[src/rtl/ir_sequencer_ctrl_if.sv]
// Control bundle between the sequencer and the accumulator datapath.
// The slave side belongs to the sequencer. The master side belongs to the datapath or the bench.
interface ir_sequencer_ctrl_if #(
    parameter int OPW = 5
);
    logic [OPW-1:0] opCode;
    logic           MemReady;
    logic           AccZero;
    logic           IREnable;
    logic           PCWrite;
    logic           PCSrc;
    logic           MemRead;
    logic           MemWrite;
    logic           AccWrite;
    logic [1:0]     ALUOp;
    logic           Halted;
    logic           Fault;
    logic [2:0]     State;

    modport master (
        output opCode, MemReady, AccZero,
        input  IREnable, PCWrite, PCSrc, MemRead, MemWrite, AccWrite, ALUOp, Halted, Fault, State
    );

    modport slave (
        input  opCode, MemReady, AccZero,
        output IREnable, PCWrite, PCSrc, MemRead, MemWrite, AccWrite, ALUOp, Halted, Fault, State
    );
endinterface

[src/rtl/ir_sequencer_ctrl.sv]
// Multicycle fetch/decode/execute sequencer for the accumulator core, with a memory wait-timeout.
// Optional macro ILLEGAL_TRAP_EN: unlisted opcodes halt the core with Fault instead of running as NOP.
module ir_sequencer_ctrl #(
    parameter int OPW      = 5,
    parameter int MAX_WAIT = 15
) (
    input  logic                CLK,
    input  logic                Reset,
    ir_sequencer_ctrl_if.slave  bus
);

    typedef enum logic [2:0] {
        S_FETCH  = 3'd0,
        S_DECODE = 3'd1,
        S_EXEC   = 3'd2,
        S_MEM    = 3'd3,
        S_WB     = 3'd4,
        S_HALT   = 3'd5
    } state_e;

    localparam logic [OPW-1:0] OP_LOAD  = OPW'(5'h01);
    localparam logic [OPW-1:0] OP_STORE = OPW'(5'h02);
    localparam logic [OPW-1:0] OP_ADD   = OPW'(5'h03);
    localparam logic [OPW-1:0] OP_SUB   = OPW'(5'h04);
    localparam logic [OPW-1:0] OP_JUMP  = OPW'(5'h05);
    localparam logic [OPW-1:0] OP_BEQZ  = OPW'(5'h06);
    localparam logic [OPW-1:0] OP_HALT  = OPW'(5'h1F);

    localparam logic [7:0] WAIT_LIMIT = 8'(MAX_WAIT);

    state_e         state_q, state_d;
    logic [OPW-1:0] op_q, op_d;
    logic [7:0]     wait_q, wait_d;
    logic           fault_q, fault_d;

    logic [7:0]     wait_inc;
    logic           timeout;

    // The stalled cycle that would bring the count up to MAX_WAIT is the one that faults.
    assign wait_inc = wait_q + 8'd1;
    assign timeout  = (wait_inc == WAIT_LIMIT);

    always_ff @(posedge CLK) begin
        // NOTE: sequential state is assigned with <= only, so every register sees pre-edge values.
        if (Reset) begin
            state_q <= S_FETCH;
            op_q    <= '0;
            wait_q  <= '0;
            fault_q <= 1'b0;
        end else begin
            state_q <= state_d;
            op_q    <= op_d;
            wait_q  <= wait_d;
            fault_q <= fault_d;
        end
    end

    always_comb begin
        // NOTE: every variable gets a default first; otherwise an unassigned branch infers a latch.
        state_d = state_q;
        op_d    = op_q;
        wait_d  = '0;
        fault_d = fault_q;

        unique case (state_q)
            S_FETCH: begin
                if (bus.MemReady) begin
                    state_d = S_DECODE;
                end else if (timeout) begin
                    state_d = S_HALT;
                    fault_d = 1'b1;
                end else begin
                    wait_d  = wait_inc;
                end
            end
            S_DECODE: begin
                op_d = bus.opCode;
                if (bus.opCode == OP_HALT) begin
                    state_d = S_HALT;
`ifdef ILLEGAL_TRAP_EN
                end else if (bus.opCode > OP_BEQZ) begin
                    state_d = S_HALT;
                    fault_d = 1'b1;
`endif
                end else begin
                    state_d = S_EXEC;
                end
            end
            S_EXEC: begin
                if (op_q == OP_LOAD || op_q == OP_STORE || op_q == OP_ADD || op_q == OP_SUB) begin
                    state_d = S_MEM;
                end else begin
                    state_d = S_FETCH;
                end
            end
            S_MEM: begin
                if (bus.MemReady) begin
                    state_d = (op_q == OP_STORE) ? S_FETCH : S_WB;
                end else if (timeout) begin
                    state_d = S_HALT;
                    fault_d = 1'b1;
                end else begin
                    wait_d  = wait_inc;
                end
            end
            S_WB:    state_d = S_FETCH;
            S_HALT:  state_d = S_HALT;
            default: state_d = S_FETCH;
        endcase
    end

    always_comb begin
        bus.IREnable = 1'b0;
        bus.PCWrite  = 1'b0;
        bus.PCSrc    = 1'b0;
        bus.MemRead  = 1'b0;
        bus.MemWrite = 1'b0;
        bus.AccWrite = 1'b0;
        bus.ALUOp    = 2'b00;
        bus.Halted   = 1'b0;
        bus.Fault    = 1'b0;
        bus.State    = state_q;

        // Gating on Reset keeps the core quiet while reset is held, even before the first edge.
        if (!Reset) begin
            bus.Fault = fault_q;
            unique case (state_q)
                S_FETCH: begin
                    bus.MemRead = 1'b1;
                    if (bus.MemReady) begin
                        bus.IREnable = 1'b1;
                        bus.PCWrite  = 1'b1;
                    end
                end
                S_DECODE: ;
                S_EXEC: begin
                    if (op_q == OP_JUMP) begin
                        bus.PCWrite = 1'b1;
                        bus.PCSrc   = 1'b1;
                    end else if (op_q == OP_BEQZ) begin
                        bus.PCWrite = bus.AccZero;
                        bus.PCSrc   = 1'b1;
                    end
                end
                S_MEM: begin
                    if (op_q == OP_STORE) begin
                        bus.MemWrite = 1'b1;
                    end else begin
                        bus.MemRead  = 1'b1;
                    end
                end
                S_WB: begin
                    bus.AccWrite = 1'b1;
                    if (op_q == OP_ADD) begin
                        bus.ALUOp = 2'b01;
                    end else if (op_q == OP_SUB) begin
                        bus.ALUOp = 2'b10;
                    end
                end
                S_HALT:  bus.Halted = 1'b1;
                default: ;
            endcase
        end
    end

endmodule

[src/flat_wrapper.sv]
// flat-port wrapper written by rule: the top's interface ports become plain ports
module ir_sequencer_ctrl_flat 
#(
    parameter int OPW      = 5,
    parameter int MAX_WAIT = 15
)
  (CLK, Reset, bus_opCode, bus_MemReady, bus_AccZero, bus_IREnable, bus_PCWrite, bus_PCSrc, bus_MemRead, bus_MemWrite, bus_AccWrite, bus_ALUOp, bus_Halted, bus_Fault, bus_State);
  ir_sequencer_ctrl_if #(.OPW(OPW)) bus_i ();
  input  logic CLK;
  input  logic Reset;
  input wire logic [$bits(bus_i.opCode)-1:0] bus_opCode;
  input wire logic [$bits(bus_i.MemReady)-1:0] bus_MemReady;
  input wire logic [$bits(bus_i.AccZero)-1:0] bus_AccZero;
  output wire logic [$bits(bus_i.IREnable)-1:0] bus_IREnable;
  output wire logic [$bits(bus_i.PCWrite)-1:0] bus_PCWrite;
  output wire logic [$bits(bus_i.PCSrc)-1:0] bus_PCSrc;
  output wire logic [$bits(bus_i.MemRead)-1:0] bus_MemRead;
  output wire logic [$bits(bus_i.MemWrite)-1:0] bus_MemWrite;
  output wire logic [$bits(bus_i.AccWrite)-1:0] bus_AccWrite;
  output wire logic [$bits(bus_i.ALUOp)-1:0] bus_ALUOp;
  output wire logic [$bits(bus_i.Halted)-1:0] bus_Halted;
  output wire logic [$bits(bus_i.Fault)-1:0] bus_Fault;
  output wire logic [$bits(bus_i.State)-1:0] bus_State;
  assign bus_i.opCode = bus_opCode;
  assign bus_i.MemReady = bus_MemReady;
  assign bus_i.AccZero = bus_AccZero;
  assign bus_IREnable = bus_i.IREnable;
  assign bus_PCWrite = bus_i.PCWrite;
  assign bus_PCSrc = bus_i.PCSrc;
  assign bus_MemRead = bus_i.MemRead;
  assign bus_MemWrite = bus_i.MemWrite;
  assign bus_AccWrite = bus_i.AccWrite;
  assign bus_ALUOp = bus_i.ALUOp;
  assign bus_Halted = bus_i.Halted;
  assign bus_Fault = bus_i.Fault;
  assign bus_State = bus_i.State;
  ir_sequencer_ctrl #(.OPW(OPW), .MAX_WAIT(MAX_WAIT)) u_core (.CLK(CLK), .Reset(Reset), .bus(bus_i));
endmodule
[config.mk]
export PLATFORM = sky130hd
export DESIGN_NAME = ir_sequencer_ctrl_flat
export DESIGN_NICKNAME = d
export VERILOG_FILES = /design/src/rtl/ir_sequencer_ctrl_if.sv /design/src/rtl/ir_sequencer_ctrl.sv /design/src/flat_wrapper.sv
export SDC_FILE = /design/constraint.sdc
export NUM_CORES = 1
export LEC_CHECK = 0
export CORE_MARGIN = 3
export CORE_UTILIZATION = 51
export DETAILED_ROUTE_END_ITERATION = 10
export GPL_TIMING_DRIVEN = 0
export HOLD_SLACK_MARGIN = 0.02
export PLACE_DENSITY = 0.82
export REMOVE_ABC_BUFFERS = 1
export SLEW_MARGIN = 20
export SYNTH_ARGS = -nofsm -noshare
export SYNTH_HDL_FRONTEND = slang
export SYNTH_SLANG_ARGS = --single-unit
export TNS_END_PERCENT = 50
[constraint.sdc]
create_clock -name CLK -period 4.59 [get_ports CLK]
set_clock_uncertainty 0.15 [all_clocks]
set_input_delay 0.918 -clock CLK [delete_from_list [all_inputs] [get_ports CLK]]
set_output_delay 0.918 -clock CLK [all_outputs]
set_load 0.02 [all_outputs]
After elaboration in Yosys (flattened, before gate mapping)
Cells that the tools add are included.
{"block": "word_totals", "reg_bits": 17, "latchBits": 0, "ramBits": 0, "romBits": 0, "inputBits": 9, "elab_cells": 60, "mem_count": 0}
{"block": "op_classes", "n_addsub": 1, "mul": 0, "n_div": 0, "n_lt_le_gt_ge": 0, "eq_ne": 13, "shift": 0, "n_mux": 33, "n_bitwise": 2, "n_reduce_logical": 7}
{"operator": "$mux 1", "n": 20}
{"operator": "$eq 5x3->1 const B", "n": 3}
{"operator": "$mux 3", "n": 5}
{"operator": "$pmux 3 s5", "n": 1}
{"operator": "$eq 5x2->1 const B", "n": 2}
{"operator": "$mux 2", "n": 5}
{"operator": "$add 8x1->8 const B", "n": 1}
{"operator": "$eq 8x4->1 const B", "n": 1}
{"operator": "$eq 3x2->1 const B", "n": 2}
{"operator": "$eq 3x3->1 const B", "n": 2}
{"operator": "$eq 5x1->1 const B", "n": 1}
{"operator": "$eq 5x5->1 const B", "n": 1}
{"operator": "$pmux 1 s2", "n": 2}
{"operator": "$reduce_or 4->1", "n": 1}
{"operator": "$eq 3x1->1 const B", "n": 1}
{"operator": "$logic_not 3->1", "n": 1}
{"operator": "$logic_or 1x1->1", "n": 3}
{"operator": "$reduce_and 3->1", "n": 1}
{"operator": "$not 1->1", "n": 2}
{"operator": "$reduce_or 2->1", "n": 1}

Depth between registers and ports, before layout
Gate-level depths: netlist of run 1.
{"block": "logic_depth", "word_depth": 6, "depth_mapped": 6}

Worst setup path before layout of run 1
OpenSTA, ideal clock, no wires.
{"block": "synth_path", "path_kind": "input port to output port", "startpoint": "in Reset", "endpoint": "out bus_PCWrite", "t_arrival_ps": 2233, "t_required_ps": 3522, "path_slack_ps": 1289, "cell_stages": 3, "cell_sequence": "clkbuf_1 > nor4b_1 > or2_1"}
{"block": "synth_via", "elab_chain_len": 1}
{"element": "start: declaration", "line_no": "flat_wrapper.sv:10", "text": "input logic Reset;"}
{"element": "$mux 1", "line_no": "ir_sequencer_ctrl.sv:125", "text": "if (!Reset) begin"}
{"element": "end: declaration", "line_no": "flat_wrapper.sv:15", "text": "output wire logic [$bits(bus_i.PCWrite)-1:0] bus_PCWrite;"}
Every way passes these cells.

Worst setup path in the final report of run 1
{"block": "layout_path", "startpoint": "in Reset", "endpoint": "out bus_ALUOp[0]"}
{"block": "layout_via", "elab_chain_len": 1}
{"element": "$mux 2", "line_no": "ir_sequencer_ctrl.sv:125"}
{"element": "end: declaration", "line_no": "flat_wrapper.sv:20", "text": "output wire logic [$bits(bus_i.ALUOp)-1:0] bus_ALUOp;"}
Every way passes these cells.

==> run metrics, run 1 <==
status completed; Setup Viol. Count Final 0; share of cells above drive strength 1 under 10%; Final Util between 70% and 80%; Syn Inst Count about 120; vias in the first global route 771; Port-buffer cells 21; Die ar. 2330 sq um; synthesized cell area roughly 910 sq um; Main synth FF type dfxtp_1; cts bufs inserted 3; CP endpoint bus_ALUOp[0]; CP delay by family, top buffers and inverters; Logic pwr share 22.0%; post-synthesis average cell area ~7.8 sq um; routability cong. 0.799; # DRC 0; Max Clk Rate ~260 MHz; Cell Count, Final, Fillers Out 163; number of vias per cell 5.53; Leak roughly 0.4 nW; drt pass-1 iters 4; crit path buf inv count 2; Final period util 85.3%; Tmin final a little under 4000 ps; Nets between 150 and 200; total power around 0.31 mW; CP max stage cell clkdlybuf4s50_1; startpoint types primary input; Total GRT Usage about a fifth; Clock Path Buffers 2; max cap viols 0; met2 wire length just under 1000 microns; area leader, netlist dfxtp_1; Yosys Warn Count 0; R2R depth 5; max layer used met4; unrepaired setup endpoints after global routing false; Max IR drop VDD around 0.00022 V; synthesized flop and latch total 17; CP cell instances clkdlybuf4s50_1 -> nand2b_1 -> nor2_1 -> nand2_1 -> nor3_1 -> clkdlybuf4s50_1; total number of vias approximately 900; Metal-1 WL 903 microns; Async SR Flop Fraction 0%; Switching Power 0.0918 mW; wire length per cell around 13 microns; clock power share about a quarter; Worst setup startpoint Reset; # IOs 22; fillers ~130; Max transition margin 69.2%; CP Depth 6; Layout area overhead 28.1%; remaining global-route overflow 0; sequential power share between 50% and 60%; Worst EP arrival around 2900 ps; Final ANT Viol Nets 0; R2R setup slack slightly below 3000 ps; Initial Util 57.2%; Met3 Routed Length 142 microns; root buf cell clkbuf_4; Hold Vio Cnt, Final 0; hpwl dp 1610 microns; Seq/Total Area, Yosys ~37%; final slew viol count 0; Post-CTS Setup Repair Bufs 0; worst reg2reg startpoint u_core.bus.State[2]; Setup CP Type primary input to output pin; Die H between 40 and 50 microns; pwr/cell area about 270 nW/um^2; initial antenna violation count 0; Slew @ Worst Pin between 400 and 500 ps; global-route wire length before repair roughly 3300 microns; most used cell, CP clkdlybuf4s50_1; cts hold-fix bufs 0; Core ar. 1590 sq um; Placed Cells approximately 160; setup tns final 0 ps; Unique masters post-synth 31; data required time of the critical path approximately 3500 ps; number of flops mapped to enable cells by yosys 0; die width slightly below 50 microns; post_cts resized 0; Antenna diodes 0; switching part of the total 29.6%; slowest stage delay, CP approximately 640 ps; Worst Setup End Kind output pin; # H-tree levels 1; Area contributors post-synth dfxtp_1 (37%), nor2_1 (7.4%), a21oi_1 (6.0%); final wirelength between 2000 and 2500 microns; clk sinks 17; Rows 14; pin count of the biggest net entering global routing 15; cell-internal power 0.219 mW; capture point of the worst reg-to-reg path u_core.bus.State[0]; post-synth top area share between 30% and 40%; Clk Latency, worst-skew pair 280 ps; TritonCTS clock tree done; Iteration-0 DRC Markers 24; clk slew on worst S/H paths about 90 ps; most frequent cells after synthesis nor2_1 (18), dfxtp_1 (17), a21oi_1 (11), nand2_1 (11), nand3_1 (8); most numerous cell in the Yosys netlist nor2_1; crit path max fanout 12; HP Class flip-flop to flip-flop
## area by class of cell
cell class / count / area [sq um] / area share, %
multi-input cells: 95 / 553 / 47.3
inverters: 2 / 7.51 / 0.642
repair buffers: 21 / 210 / 18.0
flip-flops and latches: 17 / 340 / 29.1
clock inverters: 1 / 5.00 / 0.428
clock buffers: 3 / 22.5 / 1.93
well taps: 24 / 30.0 / 2.57
## layer usage
metal  vias up  global-route usage (%)
li1        457                       -
met1       408                    26.0
met2        33                    33.3
met3         4                    4.43
met4         0                    4.84
met5         -                       0
## flip-flops by register name (all words and copies together) (netlist names)
register / cells
u_core.wait_q: 8
u_core.op_q: 5
u_core.bus.State: 3
u_core.fault_q: 1
## cells by family after synthesis
logic type	after synthesis	share of synthesized area, %
fa+ha+maj	2	2.74
simple gates	60	34.4
xor+xnor	7	6.72
flops	17	37.3
buf+inv	5	2.06
compound gates	26	16.7
## worst min-delay path, delay by kind of cell, from the launching register on
kind,cells,cell delay [ps]
compound gates,2,130
flops,1,320
## power groups by stage
| stage | clock network, mW | registers, mW | logic [mW] |
|---|---|---|---|
| after floorplan | 0 | 0.168 | 0.0382 |
| after global placement | 0 | 0.168 | 0.0658 |
| after detailed placement | 0 | 0.168 | 0.0676 |
| after CTS | 0.0791 | 0.165 | 0.0680 |
| after global routing | 0.0859 | 0.167 | 0.0748 |
| final | 0.0772 | 0.165 | 0.0683 |
## through the flow
stage,hold WS (ps),instance area (sq um),worst slack (ps)
3_3_place_gp,323,1140,673
3_5_place_dp,329,1140,676
4_1_cts,344,1170,675
5_1_grt,366,1170,599
6_report,344,1170,673
2_1_floorplan,298,901,1480
## cells in the final DEF, fill, tap and decap left out, drive strengths merged, types with 2 or more instances in the layout
| cell | instances |
|---|---|
| and3 | 5 |
| xor2 | 4 |
| dfxtp | 17 |
| o21ai | 7 |
| clkdlybuf4s50 | 21 |
| nand3b | 2 |
| or2 | 2 |
| a21oi | 11 |
| clkbuf | 3 |
| nand2 | 11 |
| ha | 2 |
| inv | 2 |
| nand3 | 8 |
| nor3 | 2 |
| xnor2 | 3 |
| nand2b | 5 |
| nor2 | 20 |
## worst min path at each step
stage,startpoint,to,slack (ps),depth (start not counted)
final,u_core.op_q[4],u_core.op_q[4],340,2
after global routing,u_core.op_q[4],u_core.op_q[4],370,2
after CTS,u_core.op_q[4],u_core.op_q[4],340,2
after detailed placement,u_core.wait_q[0],u_core.wait_q[0],330,1
after global placement,u_core.op_q[4],u_core.op_q[4],320,2
after floorplan,u_core.wait_q[0],u_core.wait_q[0],300,1
Power figures use the tool's default switching activity.
==> run 2, diff against run 1 <==
--- a/config.mk
+++ b/config.mk
@@ -12,7 +12,6 @@
 export HOLD_SLACK_MARGIN = 0.02
 export PLACE_DENSITY = 0.82
 export REMOVE_ABC_BUFFERS = 1
-export SLEW_MARGIN = 20
 export SYNTH_ARGS = -nofsm -noshare
 export SYNTH_HDL_FRONTEND = slang
 export SYNTH_SLANG_ARGS = --single-unit
==> results of run 2 <==
Same layout as run 1: the final DEF is identical, and so are final timing and power.
==> run 3, diff against run 2 <==
--- a/config.mk
+++ b/config.mk
@@ -6,11 +6,13 @@
 export NUM_CORES = 1
 export LEC_CHECK = 0
 export CORE_MARGIN = 3
-export CORE_UTILIZATION = 51
+export CORE_UTILIZATION = 54
+export CTS_BUF_LIST = sky130_fd_sc_hd__clkbuf_4
 export DETAILED_ROUTE_END_ITERATION = 10
 export GPL_TIMING_DRIVEN = 0
 export HOLD_SLACK_MARGIN = 0.02
-export PLACE_DENSITY = 0.82
+export PLACE_DENSITY = 0.86
+export RECOVER_POWER = 50
 export REMOVE_ABC_BUFFERS = 1
 export SYNTH_ARGS = -nofsm -noshare
 export SYNTH_HDL_FRONTEND = slang
==> run 3 against run 2 <==
Compared with the run above:
- die area down 4.9%
- first-iteration DRC count fell by 25%
- hold slack gained 2.0 ps
- design area is 0.64% lower
- critical path depth is the same
- fmax decreased by 1.1%
- flip-flop and latch count unchanged
- wire length is 3.6% lower
- critical path type unchanged
- largest cell class unchanged
- largest power group unchanged
==> run metrics, run 3 (synthesized netlist as in run 1, its figures left out) <==
status completed; TritonCTS clock tree done; # H-tree levels 1; Iteration-0 DRC Markers 18; Nets between 150 and 200; remaining global-route overflow 0; Switching Power roughly 0.09 mW; Max IR drop VDD between 0.0002 and 0.00025 V; worst reg2reg startpoint u_core.wait_q[0]; Initial Util about three fifths; commonest non-fill, non-tap cell in the layout clkdlybuf4s50_1; Worst EP arrival between 2000 and 3000 ps; Final period util between 80 and 90%; unrepaired setup endpoints after global routing false; final wirelength a little under 2000 microns; Antenna diodes 0; total number of vias around 870; cell-internal power 0.225 mW; pwr/cell area 272 nW/um^2; max FFs per register 8; Worst Setup End Kind output pin; Max Clk Rate roughly 250 MHz; clk slew on worst S/H paths approximately 90 ps; hold path startpoint u_core.op_q[3]; Layout area overhead 27.3%; most frequent cells in the layout clkdlybuf4s50_1 (19), nor2_1 (18), dfxtp_1 (17); drt pass-1 iters 4; sequential power share a little over half; Top reg by flops u_core.wait_q; final slew viol count 0; routability cong. roughly 0.85; die width between 40 and 50 microns; global-route wire length before repair roughly 3100 microns; Die ar. 2220 sq um; setup tns final 0 ps; Leak around 0.40 nW; vias in the first global route around 760; hpwl dp around 1600 microns; max cap viols 0; Logic pwr share approximately a fifth; Clk Latency, worst-skew pair 290 ps; pin count of the biggest net entering global routing 15; Setup Viol. Count Final 0; switching part of the total 28.7%; wire length per cell around 13 microns; cts hold-fix bufs 0; Hold Vio Cnt, Final 0; root buf cell clkbuf_4; Rows 14; Tmin final 3960 ps; crit path max fanout 12; share of cells above drive strength 1 under 10%; Port-buffer cells 21; Slew @ Worst Pin between 400 and 500 ps; Total GRT Usage between 10% and 20%; # DRC 0; total power around 0.32 mW; clk sinks 17; post_cts resized 0; Post-CTS Setup Repair Bufs 0; initial antenna violation count 0; Final ANT Viol Nets 0; Worst setup startpoint Reset; Die H approximately 47 microns; Setup CP Type primary input to output pin; # IOs 22; startpoint types primary input; Clock Path Buffers 2; cts bufs inserted 3; HP Class flip-flop to flip-flop; number of vias per cell ~5.6; data required time of the critical path about 3500 ps; Core ar. around 1500 sq um; clock power share between 20 and 30%; Max transition margin a little over two thirds
## run 3: cell count changes in the layout (fill, tap and decap cells not counted), sizes merged
cell           change
dlygate4sd3        +2
clkbuf             +1
clkinv             -1
clkdlybuf4s50      -2
## run 3: worst max-delay path: stages
cell and delay, ps:
dlygate4sd3_1 710, nand2b_1 230, nor2_1 130, nand2_1 90, nor3_1 180, clkdlybuf4s50_1 630
## run 3: final timing paths
| kind | to | slack (ps) | cells past startpoint |
|---|---|---|---|
| worst max-delay path | bus_ALUOp[0] | 630 | 6 |
| worst min register to register | u_core.op_q[3] | 350 | 2 |
| worst max register to register | u_core.wait_q[2] | 2890 | 5 |
| worst min-delay path | u_core.op_q[3] | 350 | 2 |
## run 3: area by class of cell
cell class                 count  area (sq um)
clock buffer                   4          30.0
fill                         108           380
inverter                       2          7.51
multi-input combinational     95           553
sequential                    17           340
tap                           16          20.0
timing repair buffer          21           210
## run 3: power by group through the flow
stage / Combinational (mW) / Clock [mW] / Sequential [mW]
floorplan: 0.0382 / 0 / 0.168
global placement: 0.0657 / 0 / 0.167
detailed placement: 0.0670 / 0 / 0.168
CTS: 0.0674 / 0.0878 / 0.164
global route: 0.0736 / 0.0921 / 0.166
finish: 0.0669 / 0.0846 / 0.164
## run 3: through the flow
step,util (%),hold WS (ps),worst slack (ps),instance area (sq um),std cells
after floorplan,-,298,1480,901,114
final,75.3,347,630,1160,155
after global routing,75.3,372,503,1160,155
after CTS,75.3,348,668,1160,155
after global placement,73.4,317,709,1130,151
after detailed placement,73.4,335,673,1130,151
## run 3: layer usage
metal / GRT usage [%] / vias to the layer above / wire [microns]
li1: - / 449 / -
met1: 22.8 / 401 / 819
met2: 35.0 / 21 / 1030
met3: 2.30 / 2 / 99
met4: 10.5 / 0 / 21
met5: 0 / - / 0
